--- src/rtl/matrix_pkg.sv ---
// Shared types and sizing helpers for the matrix operand loader.
//   load_state_t : loader FSM states
//   idx_w        : index width for a dimension of n entries (minimum 1 bit)
//   max2         : larger of two dimensions
//   a_words      : beats in operand A (rows x cols)
//   b_words      : beats in operand B (rows x cols)
package matrix_pkg;

  typedef enum logic [1:0] {
    LOAD_A = 2'd0,
    LOAD_B = 2'd1,
    HOLD   = 2'd2,
    DRAIN  = 2'd3
  } load_state_t;

  function automatic int idx_w(input int n);
    return (n > 1) ? $clog2(n) : 1;
  endfunction

  function automatic int max2(input int a, input int b);
    return (a > b) ? a : b;
  endfunction

  function automatic int a_words(input int n_rows, input int n_cols);
    return n_rows * n_cols;
  endfunction

  function automatic int b_words(input int n_cols, input int m_cols);
    return n_cols * m_cols;
  endfunction

endpackage

--- src/rtl/matrix_index_counter.sv ---
// Row-major row/col index counter shared by the A and B load phases.
//   clk, rst : clock and synchronous active-high reset
//   clear    : return indices to 0 (phase change)
//   advance  : step to the next element
//   use_b    : 0 = wrap at A limits, 1 = wrap at B limits
//   row, col : current element position
//   wrap     : advance on the final element of the current phase
module matrix_index_counter
  import matrix_pkg::*;
#(
  parameter int A_ROWS = 4,
  parameter int A_COLS = 4,
  parameter int B_ROWS = 4,
  parameter int B_COLS = 4,
  parameter int RW     = idx_w(max2(A_ROWS, B_ROWS)),
  parameter int CW     = idx_w(max2(A_COLS, B_COLS))
) (
  input  logic          clk,
  input  logic          rst,
  input  logic          clear,
  input  logic          advance,
  input  logic          use_b,
  output logic [RW-1:0] row,
  output logic [CW-1:0] col,
  output logic          wrap
);

  localparam logic [RW-1:0] A_ROW_MAX = RW'(A_ROWS - 1);
  localparam logic [CW-1:0] A_COL_MAX = CW'(A_COLS - 1);
  localparam logic [RW-1:0] B_ROW_MAX = RW'(B_ROWS - 1);
  localparam logic [CW-1:0] B_COL_MAX = CW'(B_COLS - 1);

  logic [RW-1:0] row_max;
  logic [CW-1:0] col_max;
  logic          row_end;
  logic          col_end;

  assign row_max = use_b ? B_ROW_MAX : A_ROW_MAX;
  assign col_max = use_b ? B_COL_MAX : A_COL_MAX;
  assign row_end = (row == row_max);
  assign col_end = (col == col_max);
  assign wrap    = advance && row_end && col_end;

  always_ff @(posedge clk) begin
    if (rst || clear) begin
      row <= '0;
      col <= '0;
    end else if (advance) begin
      if (col_end) begin
        col <= '0;
        row <= row_end ? '0 : row + RW'(1);
      end else begin
        col <= col + CW'(1);
      end
    end
  end

endmodule

--- src/rtl/matrix_operand_loader.sv ---
// Streaming loader: fills operand A then operand B (both row-major) from a
// valid/ready element stream and holds them for the matrix multiplier.
//   clk, rst       : clock and synchronous active-high reset
//   in_data        : element payload
//   in_valid       : payload valid
//   in_ready       : loader can accept a beat
//   in_last        : final beat of a frame (last element of B)
//   memA, memB     : operand arrays, packed [row][col][bit]
//   operands_valid : A and B complete and stable (HOLD)
//   operands_ack   : consumer done; release operands
//   frame_error    : one-cycle pulse on a framing violation
module matrix_operand_loader
  import matrix_pkg::*;
#(
  parameter int N_ROWS     = 4,
  parameter int N_COLS     = 4,
  parameter int M_COLS     = 4,
  parameter int DATA_WIDTH = 32
) (
  input  logic                                              clk,
  input  logic                                              rst,
  input  logic [DATA_WIDTH-1:0]                             in_data,
  input  logic                                              in_valid,
  output logic                                              in_ready,
  input  logic                                              in_last,
  output logic [N_ROWS-1:0][N_COLS-1:0][DATA_WIDTH-1:0]     memA,
  output logic [N_COLS-1:0][M_COLS-1:0][DATA_WIDTH-1:0]     memB,
  output logic                                              operands_valid,
  input  logic                                              operands_ack,
  output logic                                              frame_error
);

  localparam int RW = idx_w(max2(N_ROWS, N_COLS));
  localparam int CW = idx_w(max2(N_COLS, M_COLS));

  load_state_t   state_q;
  load_state_t   state_d;
  logic          accept;
  logic          advance;
  logic          clear;
  logic          err_d;
  logic [RW-1:0] row;
  logic [CW-1:0] col;
  logic          wrap;

  assign in_ready       = !rst && (state_q != HOLD);
  assign accept         = in_valid && in_ready;
  assign advance        = accept && ((state_q == LOAD_A) || (state_q == LOAD_B));
  assign operands_valid = (state_q == HOLD);

  matrix_index_counter #(
    .A_ROWS (N_ROWS),
    .A_COLS (N_COLS),
    .B_ROWS (N_COLS),
    .B_COLS (M_COLS),
    .RW     (RW),
    .CW     (CW)
  ) u_idx (
    .clk     (clk),
    .rst     (rst),
    .clear   (clear),
    .advance (advance),
    .use_b   (state_q == LOAD_B),
    .row     (row),
    .col     (col),
    .wrap    (wrap)
  );

  // Any in_last that arrives before the final B slot is an early last,
  // including one on the final A slot.
  always_comb begin
    state_d = state_q;
    clear   = 1'b0;
    err_d   = 1'b0;
    unique case (state_q)
      LOAD_A: begin
        if (accept) begin
          if (in_last) begin
            err_d   = 1'b1;
            clear   = 1'b1;
            state_d = LOAD_A;
          end else if (wrap) begin
            clear   = 1'b1;
            state_d = LOAD_B;
          end
        end
      end
      LOAD_B: begin
        if (accept) begin
          if (wrap && in_last) begin
            clear   = 1'b1;
            state_d = HOLD;
          end else if (wrap) begin
            err_d   = 1'b1;
            clear   = 1'b1;
            state_d = DRAIN;
          end else if (in_last) begin
            err_d   = 1'b1;
            clear   = 1'b1;
            state_d = LOAD_A;
          end
        end
      end
      HOLD: begin
        if (operands_ack) begin
          clear   = 1'b1;
          state_d = LOAD_A;
        end
      end
      DRAIN: begin
        if (accept && in_last) begin
          clear   = 1'b1;
          state_d = LOAD_A;
        end
      end
      default: begin
        clear   = 1'b1;
        state_d = LOAD_A;
      end
    endcase
  end

  always_ff @(posedge clk) begin
    if (rst) begin
      state_q     <= LOAD_A;
      frame_error <= 1'b0;
    end else begin
      state_q     <= state_d;
      frame_error <= err_d;
    end
  end

  // Storage: the beat lands at the counter's current position of the active phase.
  always_ff @(posedge clk) begin
    if (rst) begin
      memA <= '0;
      memB <= '0;
    end else if (advance) begin
      for (int r = 0; r < N_ROWS; r++) begin
        for (int c = 0; c < N_COLS; c++) begin
          if ((state_q == LOAD_A) && (row == RW'(r)) && (col == CW'(c)))
            memA[r][c] <= in_data;
        end
      end
      for (int r = 0; r < N_COLS; r++) begin
        for (int c = 0; c < M_COLS; c++) begin
          if ((state_q == LOAD_B) && (row == RW'(r)) && (col == CW'(c)))
            memB[r][c] <= in_data;
        end
      end
    end
  end

endmodule
--- config.mk ---
export PLATFORM = sky130hd
export DESIGN_NAME = matrix_operand_loader
export DESIGN_NICKNAME = d
export VERILOG_FILES = /design/src/rtl/matrix_pkg.sv /design/src/rtl/matrix_index_counter.sv /design/src/rtl/matrix_operand_loader.sv
export SDC_FILE = /design/constraint.sdc
export NUM_CORES = 2
export LEC_CHECK = 0
export ABC_AREA = 1
export ABC_CLOCK_PERIOD_IN_PS = 1800
export CAP_MARGIN = 40
export CORE_AREA = 4 4 411 413
export CTS_BUF_LIST = sky130_fd_sc_hd__clkbuf_16
export DETAILED_ROUTE_END_ITERATION = 6
export DIE_AREA = 0 0 415 417
export MAX_ROUTING_LAYER = met4
export PLACE_DENSITY = 0.52
export SLEW_MARGIN = 25
export SYNTH_ARGS = -nofsm -noshare
export SYNTH_HDL_FRONTEND = slang
export SYNTH_SLANG_ARGS = --single-unit
--- constraint.sdc ---
create_clock -name clk -period 1.8 [get_ports clk]
set_input_delay 0.27 -clock clk [delete_from_list [all_inputs] [get_ports clk]]
set_output_delay 0.27 -clock clk [all_outputs]
set_load 0.01 [all_outputs]
* Word-level counts from Yosys, hierarchy flattened
Cells that the tools add are included.
** Storage, ports and cells
- Word-level logic and storage cells :: 167
- Flip-flop bits (word level) :: 1031
- Input bits :: 37
** Operators by class
- Reductions and logical operators :: 87
- Add/subtract/negate cells :: 2
- Multiplexer cells :: 26
- Eq/ne operators :: 16
** Operators with widths (count)
- $reduce_and A2 Y1 :: 33
- $logic_and A1 B1 Y1 :: 47
- $mux W2 :: 11
- $eq A2 B2 Y1 const B :: 6
- $mux W1 :: 12
- $ne A2 B2 Y1 const B :: 4
- $pmux W2 S4 :: 1
- $eq A2 B1 Y1 const B :: 3
- $logic_not A2 Y1 :: 3
- $reduce_and A6 Y1 :: 1
- $add A2 B1 Y2 const B :: 2
- $ne A4 B4 Y1 const B :: 1
- $pmux W1 S4 :: 1
- $ne A3 B3 Y1 const B :: 1
- $logic_or A1 B1 Y1 :: 2
- $ne A2 B1 Y1 const B :: 1
- $pmux W1 S2 :: 1
- $logic_not A1 Y1 :: 1

* Depth between registers and ports, before layout
- Depth after elaboration :: 11
- Depth in mapped cells :: 11

* By module
A second synthesis with hierarchy kept.
** Second synthesis, totals
- Cells, all modules :: 4706
- Area, all modules :: 36053.3 um2
** By module, submodules not included
- matrix_operand_loader :: seq. area each 20559.7 um2, area an instance 35851.9 um2, cells each 4676, instances 1
- matrix_index_counter :: seq. area each 80.1 um2, area an instance 201.4 um2, cells each 30, instances 1

* Least setup slack after synthesis
Ideal clock, no wire load.
- Path type :: reg-to-reg
- Start :: reg state_q[0]
- End :: reg memB[385] (netlist bit)
- Setup slack :: 181 ps
- Clock period less this slack :: 1619 ps
- Required time :: 1684 ps
- Cell stages (with the launch flop) :: 12
- Arrival time :: 1503 ps
- Buffers on the path :: 2
- Path through :: dfxtp_1 -> inv_2 -> nand2_1 -> nand3_1 -> nor2_2 -> buf_6 -> nand2_4 -> nor2_1 -> inv_2 -> buf_2 -> nor2_1 -> nor2_1
** On the way
- Longest elaborated chain between the ends :: 5
- Elaborated cells on any way between the ends :: 10
- Those cells by class :: eq/ne: 2; reduce/logical: 8
** Ends and longest elaborated chain
- from (decl) :: line matrix_operand_loader.sv:36 : load_state_t state_q;
- from (signal assigned) :: line matrix_operand_loader.sv:128 : state_q <= state_d;
- $ne A2 B2 Y1 :: line matrix_operand_loader.sv:46 : assign in_ready = !rst && (state_q != HOLD);
- $logic_and A1 B1 Y1 :: line matrix_operand_loader.sv:46
- $logic_and A1 B1 Y1 :: line matrix_operand_loader.sv:47 : assign accept = in_valid && in_ready;
- $logic_and A1 B1 Y1 :: line matrix_operand_loader.sv:48 : assign advance = accept && ((state_q == LOAD_A) || (state_q == LOAD_B));
- $reduce_and A2 Y1 (no line) (*)
- to (signal, indexed assignment) :: line matrix_operand_loader.sv:148 : memB[r][c] <= in_data;
- to (decl) :: line matrix_operand_loader.sv:27 : output logic [N_COLS-1:0][M_COLS-1:0][DATA_WIDTH-1:0] memB,
Every way passes the cells marked *; elsewhere a longest branch is shown, timed or not.
A chain may end at the register's enable or synchronous reset.

* Worst setup path after layout
- Start :: reg state_q[0]
- End :: reg memA[381] (netlist bit)
** On the way
- Longest elaborated chain between the ends :: 5
- Elaborated cells on any way between the ends :: 10
- Those cells by class :: eq/ne: 2; reduce/logical: 8
** Ends and longest elaborated chain
- $ne A2 B2 Y1 :: line matrix_operand_loader.sv:46
- $logic_and A1 B1 Y1 :: line matrix_operand_loader.sv:46
- $logic_and A1 B1 Y1 :: line matrix_operand_loader.sv:47
- $logic_and A1 B1 Y1 :: line matrix_operand_loader.sv:48
- $reduce_and A2 Y1 (no line) (*)
- to (signal, indexed assignment) :: line matrix_operand_loader.sv:142 : memA[r][c] <= in_data;
- to (decl) :: line matrix_operand_loader.sv:26 : output logic [N_ROWS-1:0][N_COLS-1:0][DATA_WIDTH-1:0] memA,
Marked as above.

==> key figures <==
Clock tree
  – CTS root buf: clkbuf_16
  – Max Root-Sink Buffers: 3
  – Sink Count: 1031
  – CTS tree: yes
  – CTS buffer count: 114
  – Clock insertion delay at the later pin of the skew report: 0.75 ns
  – H-tree Lvls: 3
  – CTS clock-pin slew for the worst setup and hold paths: ~0.06 ns

Yosys
  – Mean Syn Cell Area: 7.71 um^2
  – Async S/R FF share, synth: 0
  – Synth Warn #: 0
  – Top FF cell, synth: dfxtp_1
  – Synthesized cell area: around 36000 um^2
  – Yosys top cell area share: 0.576
  – #FFs+latches synth: 1031
  – Most numerous cell in the Yosys netlist: nor2_1
  – Synthesized instance count: 4641
  – Biggest area consumer among synthesized cells: dfxtp_1
  – Syn_nets: approximately 4700
  – EDFF count, synth: 0
  – Top post-synthesis cells by area: dfxtp_1, nor2_1, o21ai_0, buf_2, clkbuf_1
  – Synth cell count leaders: nor2_1, dfxtp_1, o21ai_0, clkbuf_1, buf_2
  – Seq/Total Area, Yosys: 0.576
  – Yosys cell types: 20

STA
  – Final Max Slew Viols: 0
  – RSZ-0062 raised after global routing: yes
  – Relative slew slack: 0.417
  – Slew @ Worst Pin: 0.874 ns
  – Minimum setup slack in the final design: -0.231 ns
  – Fin crit share: 1.13
  – Setup-failing EPs final: around 810
  – Min Hold Slack: 0.0707 ns
  – Highest clock rate: 492 MHz
  – Post-layout min period: 2.03 ns
  – Fin. Hold Viols: 0
  – Fin Setup TNS: -67.43 ns
  – Clock skew: ~0.047 ns

Placed design
  – Placed cells: 7712
  – Post-DP HPWL: 123000 um
  – Port Buffers: between 1000 and 1500
  – GP Congestion: between 0.8 and 0.9

Floorplanning
  – Die area: 173000 um^2
  – Core ar.: 165000 um^2
  – Die Wd: just over 400 um
  – Height of the die: 417 um
  – IO Count: 1064
  – Rows: 149
  – Initial Utilization: 0.217

GRT
  – Largest net degree at the start of global routing: 170
  – Met2 usage: 0.374
  – Via count of the first global-routing pass: approximately 34000
  – Antenna violations before repair: 14
  – Met1 usage: 0.249
  – First-pass GRT wire length: around 270000 um
  – Busiest layer in global routing: met2
  – Congestion Overflow GR: 0
  – GRT Overall Usage: 0.221
  – Met3 usage: 0.0475

Worst setup path
  – Worst R2R Start: state_q[0]
  – Crit path arrival time: 2.71 ns
  – R2R Path End: memA[381]
  – R2R setup slack: -0.23 ns
  – Worst path required time: 2.48 ns
  – Crit-path max FO: 8
  – Setup crit start kind: register
  – CP endpoint kind: register
  – Critical path type: reg -> reg
  – Register-to-Register Path Depth: 15

Layout
  – Layout area overhead: 63.2%
  – Layout cell share with drive strength beyond 1: 0.174
  – Layout Cells excl Fill: between 8000 and 9000
  – Layout Nets: about 6000
  – Fill cell count: 17161

Pwr
  – Static leakage: roughly 29 nW
  – Power density cells: 817 nW/um^2
  – Combinational Power Share: 0.054
  – Clk network pwr share: 0.465
  – Switching power: 12.1 mW
  – Sequential share of power: 0.481
  – Maximum VDD drop: 0.739 mV
  – Switching share of power: 0.254
  – Int Power: 35.6 mW

Route
  – DRC: 0
  – WL/cell: 25.4 um
  – Total Wirelength: 205000 um
  – Vias: 37170
  – Via-per-instance ratio: 4.60
  – Antenna Violating Nets Remaining: 0
  – Detailed Route Iter0 Violations: 3693
  – Drt pass-1 iters: 6

Flow run
  – Max Cap Viol: 0

Min path
  – Hold Path Class: in -> reg
  – WHS Path Cells: 3
  – Hold path startpoint: in_data[5]
  – Worst hold path endpoint: memB[293]

Outcome
  – Outcome: complete, but fails checks
  – Failing checks: setup timing
worst max-delay path by stage:
stage | startpoint | end | slack [ns] | cells after the start
floorplan | state_q[0] | memB[385] | 0.18 | 11
global placement | rst | memB[93] | -0.75 | 11
detailed placement | rst | memB[92] | -0.76 | 11
CTS | state_q[0] | memA[271] | -0.19 | 15
global route | state_q[0] | memA[369] | -0.30 | 15
finish | state_q[0] | memA[381] | -0.23 | 15
through the flow:
step                total power [mW]  area (um^2)  utilization  setup WS [ns]
floorplan                       24.3        35800            -          0.181
global placement                25.8        50700        0.308         -0.749
detailed placement              25.8        50700        0.308         -0.761
CTS                             48.2        56000        0.340         -0.191
global route                    49.1        58400        0.354         -0.301
finish                          47.8        58400        0.355         -0.231
power by group through the flow:
stage / clock network, mW / registers, mW / logic [mW]
5_1_grt: 23.6 / 23.0 / 2.63
2_1_floorplan: 0 / 23.5 / 0.740
4_1_cts: 22.8 / 23.0 / 2.39
6_report: 22.2 / 23.0 / 2.56
3_3_place_gp: 0 / 23.5 / 2.28
3_5_place_dp: 0 / 23.5 / 2.28
cell type report:
class	instances	area [um^2]	share of cell area
Antenna cell	7	17.5	0.000300
Clock buffer	115	2880	0.0493
Clock inverter	90	603	0.0103
Inverter	46	345	0.00591
Multi-Input combinational cell	3161	15500	0.265
Sequential cell	1031	20600	0.353
Tap cell	2189	2740	0.0469
Timing Repair Buffer	1438	15700	0.269
routing by layer:
metal | part of all wire | wire length [um]
met3 | 0.075 | 15400
met2 | 0.49 | 101000
met1 | 0.38 | 77700
met4 | 0.052 | 10700
met5 | 0 | 0
sequential cells by signal, indices dropped and copies added (netlist names):
signal	flops
u_idx.col	2
u_idx.row	2
memA	512
memB	512
frame_error	1
state_q	2
placed cells by master (no fill, tap or decap), drive strengths merged:
| master | count |
|---|---|
| nor2 | 2088 |
| a31oi | 1 |
| dfxtp | 1031 |
| dlygate4sd2 | 991 |
| inv | 71 |
| mux2i | 1 |
| clkinv | 60 |
| nor3 | 2 |
| clkdlybuf4s50 | 9 |
| nand3 | 6 |
| diode | 7 |
| buf | 363 |
| clkbuf | 147 |
| dlygate4sd3 | 17 |
| bufinv | 3 |
| nand4 | 2 |
| ha | 8 |
| nand2 | 23 |
| o21ai | 1024 |
| clkdlybuf4s15 | 26 |
| clkinvlp | 2 |
| a21oi | 6 |
critical path, cell delays in order (launching register included):
cell	delay, ns
dfxtp_2	0.33
inv_2	0.05
nand2_2	0.06
nand3_2	0.08
nor2_4	0.12
buf_6	0.14
buf_6	0.11
nand2_8	0.05
buf_12	0.14
buf_6	0.11
nor2_4	0.16
buf_12	0.15
buf_12	0.11
clkbuf_16	0.18
o21ai_2	0.06
nor2_1	0.11
cells by family (layout without fill, tap and decap cells):
family / Yosys count / in the layout / synth area share
buffers and inverters: 449 / 1689 / 0.0524
adders and majority gates: 8 / 8 / 0.00280
other: 0 / 7 / 0
muxes: 1 / 1 / 0.000280
DFF: 1031 / 1031 / 0.576
AOI/OAI and AO/OA: 1031 / 1031 / 0.144
and+or+nand+nor: 2121 / 2121 / 0.224
repair_timing:
| action | 4_1_cts | 5_1_grt |
|---|---|---|
| endpoints found under the setup margin | 1991 | 1018 |
| hold buffers | 17 | 0 |
| hold endpoints to repair | 139 | 0 |
| pin swaps | 130 | 133 |
| setup buffers | 57 | 21 |
| cloned | 38 | 38 |
| resized for setup | 1554 | 473 |
No activity file was read; power rests on OpenSTA's default activity.
